===== config.mk =====
export PLATFORM = sky130hd
export DESIGN_NAME = frame_decoder
export DESIGN_NICKNAME = d
export VERILOG_FILES = /design/src/rtl/rx_pkg.sv /design/src/rtl/bit_cell_vote.sv /design/src/rtl/frame_decoder.sv
export SDC_FILE = /design/constraint.sdc
export NUM_CORES = 1
export LEC_CHECK = 0
export CAP_MARGIN = 20
export CELL_PAD_IN_SITES_DETAIL_PLACEMENT = 1
export CELL_PAD_IN_SITES_GLOBAL_PLACEMENT = 2
export CORE_MARGIN = 5
export CORE_UTILIZATION = 36
export DETAILED_ROUTE_END_ITERATION = 10
export PLACE_DENSITY = 0.9
export SLEW_MARGIN = 5
export SYNTH_ARGS = -nofsm -noshare
export SYNTH_HDL_FRONTEND = slang
export SYNTH_HIERARCHICAL = 1
export SYNTH_SLANG_ARGS = --single-unit
export TNS_END_PERCENT = 20

===== constraint.sdc =====
create_clock -name clk -period 6 [get_ports clk]
set_input_delay 1.5 -clock clk [delete_from_list [all_inputs] [get_ports clk]]
set_output_delay 1.5 -clock clk [all_outputs]
set_load 0.01 [all_outputs]

===== src/rtl/rx_pkg.sv =====
// rx_pkg: window geometry, vote threshold and FSM encoding shared by the frame decoder
package rx_pkg;
   localparam int WIN_W = 80;
   localparam int SAMPLES_PER_BIT = 8;
   localparam int NUM_CELLS = 10;
   localparam int VOTE_THRESH = 5;
   typedef enum logic [1:0] {IDLE, DECODE, CHECK, OUTPUT} state_t;
endpackage


===== src/rtl/bit_cell_vote.sv =====
// bit_cell_vote: majority vote of one bit cell's samples
module bit_cell_vote
   import rx_pkg::*;
#(
   parameter int W = SAMPLES_PER_BIT
) (
   input  logic [W-1:0] cell_i,
   output logic         bit_o
);
   assign bit_o = $countones(cell_i) >= VOTE_THRESH;
endmodule


===== src/rtl/frame_decoder.sv =====
// frame_decoder: latches each sampler window, votes its bit cells, checks framing
// and presents the byte on a valid/ready handshake with saturating error counting
module frame_decoder #(
   parameter int SAMPLES_PER_BIT = rx_pkg::SAMPLES_PER_BIT,
   parameter int NUM_CELLS       = rx_pkg::NUM_CELLS,
   parameter int ERR_W           = 8
) (
   input  logic                    clk,
   input  logic                    rst,
   input  logic [rx_pkg::WIN_W-1:0] sample,
   input  logic                    sample_flag,
   output logic [NUM_CELLS-3:0]    data_out,
   output logic                    data_valid,
   input  logic                    data_ready,
   output logic                    frame_err,
   output logic                    overrun,
   output logic [ERR_W-1:0]        err_count,
   output logic                    busy
);
   import rx_pkg::*;
   localparam int CIDX_W = $clog2(NUM_CELLS);
   localparam int BASE_W = $clog2(WIN_W);
   localparam logic [WIN_W-1:0] WIN_MASK = {1'b0, {(WIN_W-1){1'b1}}};
   state_t                state_q, state_d;
   logic                  flag_q;
   logic [WIN_W-1:0]      win_q, win_d;
   logic [CIDX_W-1:0]     cell_idx_q, cell_idx_d;
   logic [NUM_CELLS-1:0]  bits_q, bits_d;
   logic [NUM_CELLS-3:0]  data_out_q, data_out_d;
   logic                  data_valid_q, data_valid_d;
   logic                  frame_err_q, frame_err_d;
   logic                  overrun_q, overrun_d;
   logic [ERR_W-1:0]      err_count_q, err_count_d;
   logic [ERR_W:0]        err_sum;
   logic [BASE_W-1:0]     base;
   logic                  fall, vote, last, ok;
   assign fall = flag_q & ~sample_flag;
   assign base = BASE_W'(WIN_W - 1 - SAMPLES_PER_BIT * int'(cell_idx_q));
   assign last = cell_idx_q == CIDX_W'(NUM_CELLS - 1);
   // start bit must be 1; data plus parity bit must have even weight
   assign ok   = bits_q[NUM_CELLS-1] && !(^bits_q[NUM_CELLS-2:0]);
   bit_cell_vote #(.W(SAMPLES_PER_BIT)) u_vote (
      .cell_i (win_q[base -: SAMPLES_PER_BIT]),
      .bit_o  (vote)
   );
   always_comb begin
      state_d      = state_q;
      win_d        = win_q;
      cell_idx_d   = cell_idx_q;
      bits_d       = bits_q;
      data_out_d   = data_out_q;
      data_valid_d = data_valid_q;
      frame_err_d  = 1'b0;
      overrun_d    = fall && (state_q != IDLE);
      case (state_q)
         IDLE: if (fall) begin
            win_d      = sample & WIN_MASK;
            cell_idx_d = '0;
            state_d    = DECODE;
         end
         DECODE: begin
            bits_d     = {bits_q[NUM_CELLS-2:0], vote};
            cell_idx_d = last ? '0 : cell_idx_q + CIDX_W'(1);
            state_d    = last ? CHECK : DECODE;
         end
         CHECK: if (ok) begin
            data_out_d   = bits_q[NUM_CELLS-2:1];
            data_valid_d = 1'b1;
            state_d      = OUTPUT;
         end else begin
            frame_err_d = 1'b1;
            state_d     = IDLE;
         end
         OUTPUT: if (data_ready) begin
            data_valid_d = 1'b0;
            state_d      = IDLE;
         end
         default: state_d = IDLE;
      endcase
      // both error sources may fire together; one extra bit catches saturation
      err_sum     = {1'b0, err_count_q} + (ERR_W+1)'(frame_err_d) + (ERR_W+1)'(overrun_d);
      err_count_d = err_sum[ERR_W] ? '1 : err_sum[ERR_W-1:0];
   end
   always_ff @(posedge clk or posedge rst) begin
      if (rst) begin
         state_q      <= IDLE;
         flag_q       <= 1'b0;
         win_q        <= '0;
         cell_idx_q   <= '0;
         bits_q       <= '0;
         data_out_q   <= '0;
         data_valid_q <= 1'b0;
         frame_err_q  <= 1'b0;
         overrun_q    <= 1'b0;
         err_count_q  <= '0;
      end else begin
         state_q      <= state_d;
         flag_q       <= sample_flag;
         win_q        <= win_d;
         cell_idx_q   <= cell_idx_d;
         bits_q       <= bits_d;
         data_out_q   <= data_out_d;
         data_valid_q <= data_valid_d;
         frame_err_q  <= frame_err_d;
         overrun_q    <= overrun_d;
         err_count_q  <= err_count_d;
      end
   end
   assign data_out   = data_out_q;
   assign data_valid = data_valid_q;
   assign frame_err  = frame_err_q;
   assign overrun    = overrun_q;
   assign err_count  = err_count_q;
   assign busy       = state_q != IDLE;
endmodule


# After elaboration in Yosys (flattened, before gate mapping)
# Index checks and enable logic that the tools add are counted.
# Widths: inputs -> output; s select.
# op_classes
bitwise_logic	2
n_reduce_logical	13
shift	1
eq_ne	7
div	0
magnitude_cmp	1
n_addsub	11
n_mux	14
n_mul	0
# ops
op	n
$add 32x32->32	3
$shiftx 87x8->8	1
$ge 32x4->1 const B	1
$add 8x1->9	1
$add 9x1->9	1
$reduce_xor 9->1	1
$add 1x1->2	4
$mux 2	4
$mux 4	2
$mux 8	1
$pmux 2 s4	1
$pmux 4 s2	1
$reduce_and 2->1	4
$sub 7x7->7 const A	1
$ne 2x2->1 const B	3
$reduce_bool 2->1	3
$add 4x1->4 const B	1
$eq 2x2->1 const B	2
$eq 4x4->1 const B	1
$mux 1	4
$reduce_and 3->1	1
$eq 2x1->1 const B	1
$logic_and 1x1->1	2
$logic_not 2->1	1
4 further kinds	4
# word_totals
latch_bits	0
wordCells	59
romBits	0
output_inout_bits	20
inputBits	84
ram_bits	0
n_memories	0
register_bits	115

# Longest topological paths before layout
# logic_depth
ltp_word	8
ltp_mapped	21
mapped_depth_nobuf	18

# Hierarchy
# Netlist, hierarchy kept.
# modules_own_cells
module	area_per_inst_um2	cells_per_inst	seq_area_each_um2	n_inst
frame_decoder	5156.2	352	2877.8	1
bit_cell_vote	202.7	24	0.0	1

# Worst setup path before layout
# No wires, ideal clock.
# synth_timing
path_type	reg2reg
from	register cell_idx_q[1]
to	register bits_q[0]
n_path_buf	3
t_arrival_ns	4.905
slack_ns	0.970
period_less_slack_ns	5.030
path_stages_with_launch	20
setup_ns	0.125
required_time_ns	5.875
cell_sequence	dfrtp_1 > buf_2 > buf_2 > inv_1 > ha_1 > or3_1 > clkbuf_1 > o21ai_0 > inv_1 > fa_1 > fa_1 > fa_1 > inv_1 > ha_1 > inv_1 > fa_1 > nand2b_4 > a221o_1 > a22o_1 > mux2_2
# synth_via
elab_chain_len	6
word_cells_on_any_way	10
classes_between	add/sub (8); order compare (1); shift (1)
# synth_rtl
item	line_no	source
start, declared	frame_decoder.sv:27	logic [CIDX_W-1:0] cell_idx_q, cell_idx_d;
start signal, assigned	frame_decoder.sv:100	cell_idx_q <= cell_idx_d;
$sub 7x7->7 *	frame_decoder.sv:38	assign base = BASE_W'(WIN_W - 1 - SAMPLES_PER_BIT * int'(cell_idx_q));
$shiftx 87x8->8 *	frame_decoder.sv:43	.cell_i (win_q[base -: SAMPLES_PER_BIT]),
$add 1x1->2 (not written as such)	bit_cell_vote.sv:10	assign bit_o = $countones(cell_i) >= VOTE_THRESH;
$add 32x32->32 (not written as such)	bit_cell_vote.sv:10	
$add 32x32->32 (not written as such) *	bit_cell_vote.sv:10	
$ge 32x4->1 *	bit_cell_vote.sv:10	
net vote	frame_decoder.sv:36	logic fall, vote, last, ok;
end signal, assigned	frame_decoder.sv:101	bits_q <= bits_d;
end, declared	frame_decoder.sv:28	logic [NUM_CELLS-1:0] bits_q, bits_d;
# The timed path passes the listed nets; every way through them passes the cells marked *.
# A chain may end at the register's enable or synchronous reset.

# Worst setup path in the final report
# Ends and elaborated chain as after synthesis.

==> impl_metrics.csv <==
group,metric,value,unit
outcome,status,"complete, no violations",
power_and_ir_drop,powerDensity,628,mW/mm^2
timing,rsz0062_at_grt,"false",
cells_and_area,antenna_cells,0,
floorplan,initial_utilization,0.367,
clock_tree,cts_resized,0,
timing,finalSetupViolations,0,
clock_tree,cts_hold_buf,0,
routing,routed_via_density,4.97,
routing,wl_per_cell,18.9,um
cells_and_area,nNetsFinal,582,
critical_path,crit_path_end_kind,"register",
timing,min_period,5.19,ns
global_routing,grt_antenna_before_repair,0,
worst_hold_path,hold_class,"reg -> reg",
clock_tree,cts_sinks,115,
floorplan,core,0.0146,sq mm
routing,first_pass_iters,4,
routing,dr_total_vias,3382,
global_routing,met2_usage,0.273,
routing,drc_errors,0,
worst_hold_path,worstHoldPathCells,2,
cells_and_area,fin_cells,680,
yosys,ys_ff_latch,115,
cells_and_area,layout_common_cells,"115 x dfrtp_1, 102 x clkdlybuf4s50_1, 90 x mux2_2",
clock_tree,clockBufferDepth,2,
floorplan,dieArea,0.0174,sq mm
floorplan,rows,44,
floorplan,dieWidth,132,um
placement,port_buffers,102,
routing,postRouteAntennaNets,0,
yosys,syn_area_per_cell,14.3,sq um
timing,finalHoldViolations,0,
yosys,synthCells,376,
floorplan,pin_count,104,
timing,setup_tns,0,ns
worst_hold_path,whs_endpoint,"data_valid",
yosys,ys_warn_count,6,
critical_path,cp.required,6.30,ns
timing,slew_headroom,0.311,
clock_tree,root_buffer,"clkbuf_16",
cells_and_area,area_delta_synth_final,34.3,%
worst_hold_path,holdCritStartpoint,"data_valid",
clock_tree,clk-insertion-delay-late,0.41,ns
critical_path,critPathMaxStageDelay,0.59,ns
global_routing,use_met1,0.182,
placement,dp.cells,650,
yosys,async_flop_share,1.00,
cells_and_area,drive_above_1_share,0.306,
power_and_ir_drop,cellLeakagePower,3.15,nW
critical_path,path_class,"reg -> reg",
global_routing,overflow,0,
yosys,ys_types,43,
critical_path,rr_startpoint,"cell_idx_q[1]",
timing,fmax,0.193,GHz
global_routing,met3_usage,0.0447,
critical_path,slowest_stage,"dfrtp_1",
clock_tree,cts_tree,"done",
yosys,synth_top_area_cell,"dfrtp_1",
job,cap_viol_max_count,0,
critical_path,reg2reg_depth,18,
critical_path,crit_chain,"inv_1 -> ha_1 -> xnor2_1 -> nor2b_1 -> a22oi_1 -> o21ai_0 -> inv_1 -> fa_1 -> fa_1 -> fa_1 -> inv_1 -> ha_1 -> inv_1 -> fa_1 -> nand2b_4 -> a221o_1 -> a22o_1 -> mux2_2",
yosys,yosysSeqAreaShare,0.537,
clock_tree,numCtsBuffers,17,
timing,worstMarginPinSlew,1.03,ns
cells_and_area,n_fill_cell,1442,
critical_path,reg2reg_to,"bits_q[0]",
yosys,synthTopCellsByArea,"dfrtp_1 54%, mux2_2 19%, mux4_2 6.7%",
global_routing,grt_pass1_wl,21600,um
clock_tree,cts.clk_slew.worst_paths,0.05,ns
critical_path,rrSetupSlack,0.81,ns
yosys,syn_nets,472,
timing,drv_slew,0,
power_and_ir_drop,vdd_ir_drop_max,437,uV
clock_tree,cts_setup_buffers,0,
global_routing,grt_max_degree,86,
timing,fin_skew,0.00669,ns
cells_and_area,final_common_cell,"dfrtp_1",
routing,wirelength,12800,um
yosys,ys.flop_type,"dfrtp_1",
clock_tree,htree_levels,4,
global_routing,grt_use_total,0.158,
global_routing,grt_busiest_layer,"met2",
placement,gp_congestion,0.775,
timing,post-route-period-util,0.866,
yosys,syn_area,0.00536,sq mm
global_routing,grt_pass1_vias,3948,
routing,drt_iter0_markers,109,
critical_path,crit_fanout,9,
critical_path,critical_path_arrival,5.49,ns
yosys,synth_edf_count,0,
power_and_ir_drop,finalPower,0.00452,W
placement,dp_hpwl,9210,um
yosys,yosysTopAreaCellShare,0.537,
critical_path,critPathLaunchType,"register",
floorplan,die_h,132,um
## sequential cells by signal (all words and copies together) (netlist names)
name / flops
data_out: 8
flag_q: 1
bits_q: 10
data_valid: 1
win_q: 79
cell_idx_q: 4
overrun: 1
err_count: 8
state_q: 2
frame_err: 1
## critical path, delay by kind of cell (launching register included)
family | cells | cell delay [ns]
fa+ha+maj | 6 | 2.32
compound gates | 4 | 0.79
simple gates | 2 | 0.59
flops | 1 | 0.59
buf+inv | 4 | 0.32
mux | 1 | 0.25
xor+xnor | 1 | 0.20
## stage by stage
stage          setup slack, ns  hold slack, ns  cell area, sq um  utilization
2_1_floorplan            0.970           0.469              5360            -
3_3_place_gp             0.998           0.467              6580        0.451
3_5_place_dp             0.803           0.470              6580        0.451
4_1_cts                  0.774           0.483              7170        0.492
5_1_grt                  0.476           0.501              7190        0.493
6_report                 0.806           0.481              7190        0.493
## per-layer routing
layer / share of wire / routed length [um]
met5: 0 / 0
met4: 0.023 / 297
met3: 0.038 / 486
met2: 0.53 / 6860
met1: 0.40 / 5200
## cell type report
type,count,area (sq um),share of cell area
Tap cell,184,230,0.0320
Clock inverter,5,100,0.0139
Clock buffer,24,492,0.0683
Multi-Input combinational cell,220,2310,0.321
Inverter,21,81.3,0.0113
Sequential cell,115,2880,0.400
Timing Repair Buffer,111,1100,0.153
## cell families after synthesis
group / share of synthesized area
XOR/XNOR: 0.0182
flip-flops: 0.537
AO/OA/AOI/OAI: 0.0460
buffers and inverters: 0.0329
multiplexers: 0.291
AND/OR/NAND/NOR: 0.0399
adder cells (fa/ha/maj): 0.0350
## power breakdown
part / leakage [nW] / switching (W) / total [W] / internal, W
clock network: 0.292 / 0.000329 / 0.00102 / 0.000688
logic: 1.43 / 0.000954 / 0.00216 / 0.00121
registers: 1.43 / 0.000228 / 0.00134 / 0.00111
## synth_stat cells (2+ instances only)
master,instances
buf_2,12
xnor3_1,2
mux4_2,16
and3_1,2
xor2_1,2
mux2_2,90
a22oi_1,8
o21ai_0,16
inv_1,21
nor2_1,7
mux2_4,7
xnor2_1,4
ha_1,7
nor2b_1,4
clkbuf_1,5
a21oi_1,4
dfrtp_1,115
nand2_1,12
nand3_1,4
nand2b_1,2
buf_1,2
fa_1,5
and2_1,2
mux2i_1,8
## how the worst max path moves through the flow
stage,from,endpoint,slack [ns],cells after the start
2_1_floorplan,cell_idx_q[1],bits_q[0],0.97,19
3_3_place_gp,cell_idx_q[1],bits_q[0],1.0,18
3_5_place_dp,cell_idx_q[1],bits_q[0],0.80,18
4_1_cts,cell_idx_q[1],bits_q[0],0.77,18
5_1_grt,cell_idx_q[1],bits_q[0],0.48,18
6_report,cell_idx_q[1],bits_q[0],0.81,18
Power figures use the tool's default switching activity.
==> variant: new RTL, config.mk and constraints unchanged <==
Change the parameter `ERR_W` from 8 to 10.
--- a/src/rtl/frame_decoder.sv
+++ b/src/rtl/frame_decoder.sv
@@ -3,7 +3,7 @@
 module frame_decoder #(
    parameter int SAMPLES_PER_BIT = rx_pkg::SAMPLES_PER_BIT,
    parameter int NUM_CELLS       = rx_pkg::NUM_CELLS,
-   parameter int ERR_W           = 8
+   parameter int ERR_W           = 10
 ) (
    input  logic                    clk,
    input  logic                    rst,
Ports: changed (resized err_count); port bits go from 104 to 106. The function was not compared with the original's and may differ.
==> variant against the original RTL <==
  * Combinational power is 6% lower
  * Wire length increased by 0.86%
  * Sequential cell count increased by 2
  * Worst hold slack improved by 0.014 ns
  * Die area rose by 2.4%
  * Sequential share of layout area up 0.075 points
  * Worst setup slack improved by 0.27 ns
  * Via count rose by 5.8%
  * Critical endpoint unchanged
  * Area after synthesis rose by 2.6%
  * Cell area increased by 1.5%
  * Power down 3.4%
==> variant: results (changes against the original RTL) <==
Mapped Nets 506 (was 472); Post-Synth XOR/XNOR Area 2.09% (was 1.82%); Buffers on Ports 104 (was 102); Area contributors post-synth dfrtp_1 53%, mux2_2 17%, mux4_2 6.6% (was dfrtp_1 54%, mux2_2 19%, mux4_2 6.7%); Worst Path Max Fanout 8 (was 9); GP Congestion 0.753 (was 0.775); Synth Area in Compound Gates 4.46% (was 4.60%); Comb pwr share 46.8% (was 47.9%); global-route wire length before repair 21400 um (was 21600 um); number of global-route vias before repair 4189 (was 3948); met3 Resource Use GR 3.51% (was 4.47%); GRT Resource Usage Total 15.2% (was 15.8%); DR vias/cell 5.00 (was 4.97); dpl cell area 6710 sq um (was 6580 sq um); layout cell share with drive strength beyond 1 27.7% (was 30.6%); placed cell count 682 (was 650); slack of the worst reg-to-reg path 1.07 ns (was 0.81 ns); dpl hpwl 9110 um (was 9210 um); status complete, no violations (unchanged); Fill cells 1537 (was 1442); sw power 1540 uW (was 1510 uW); Critical Path AT 5.23 ns (was 5.49 ns); routed wl met2 6800 um (was 6860 um); Period Utilization, post-route 82.1% (was 86.6%); leak pwr 0.00321 uW (was 0.00315 uW); CP max stage cell nor2b_1 (was dfrtp_1); Syn Inst Count 409 (was 376)
==> variant: changes by cell type after synthesis, moves of 3 or more <==
cell	unedited run	this run
clkbuf_1	5	8
nand2_1	12	41
nor2_1	7	4
mux2_2	90	81
a31oi_1	1	4
==> variant: worst min path at each step <==
stage | cells after the start | start | endpoint | slack (ns)
finish | 2 | data_valid | data_valid | 0.49
global route | 1 | win_q[33] | win_q[33] | 0.52
CTS | 1 | win_q[33] | win_q[33] | 0.51
detailed placement | 2 | data_valid | data_valid | 0.49
global placement | 2 | data_valid | data_valid | 0.47
floorplan | 1 | win_q[0] | win_q[0] | 0.48
==> variant: cell type report <==
cell class / instances / area, sq um / share of cell area [%]
clock inverters: 14 / 131 / 1.80
well taps: 188 / 235 / 3.22
clock buffers: 18 / 439 / 6.01
inverters: 22 / 85.1 / 1.16
repair buffers: 109 / 1100 / 15.0
flip-flops and latches: 117 / 2930 / 40.1
multi-input cells: 247 / 2390 / 32.7
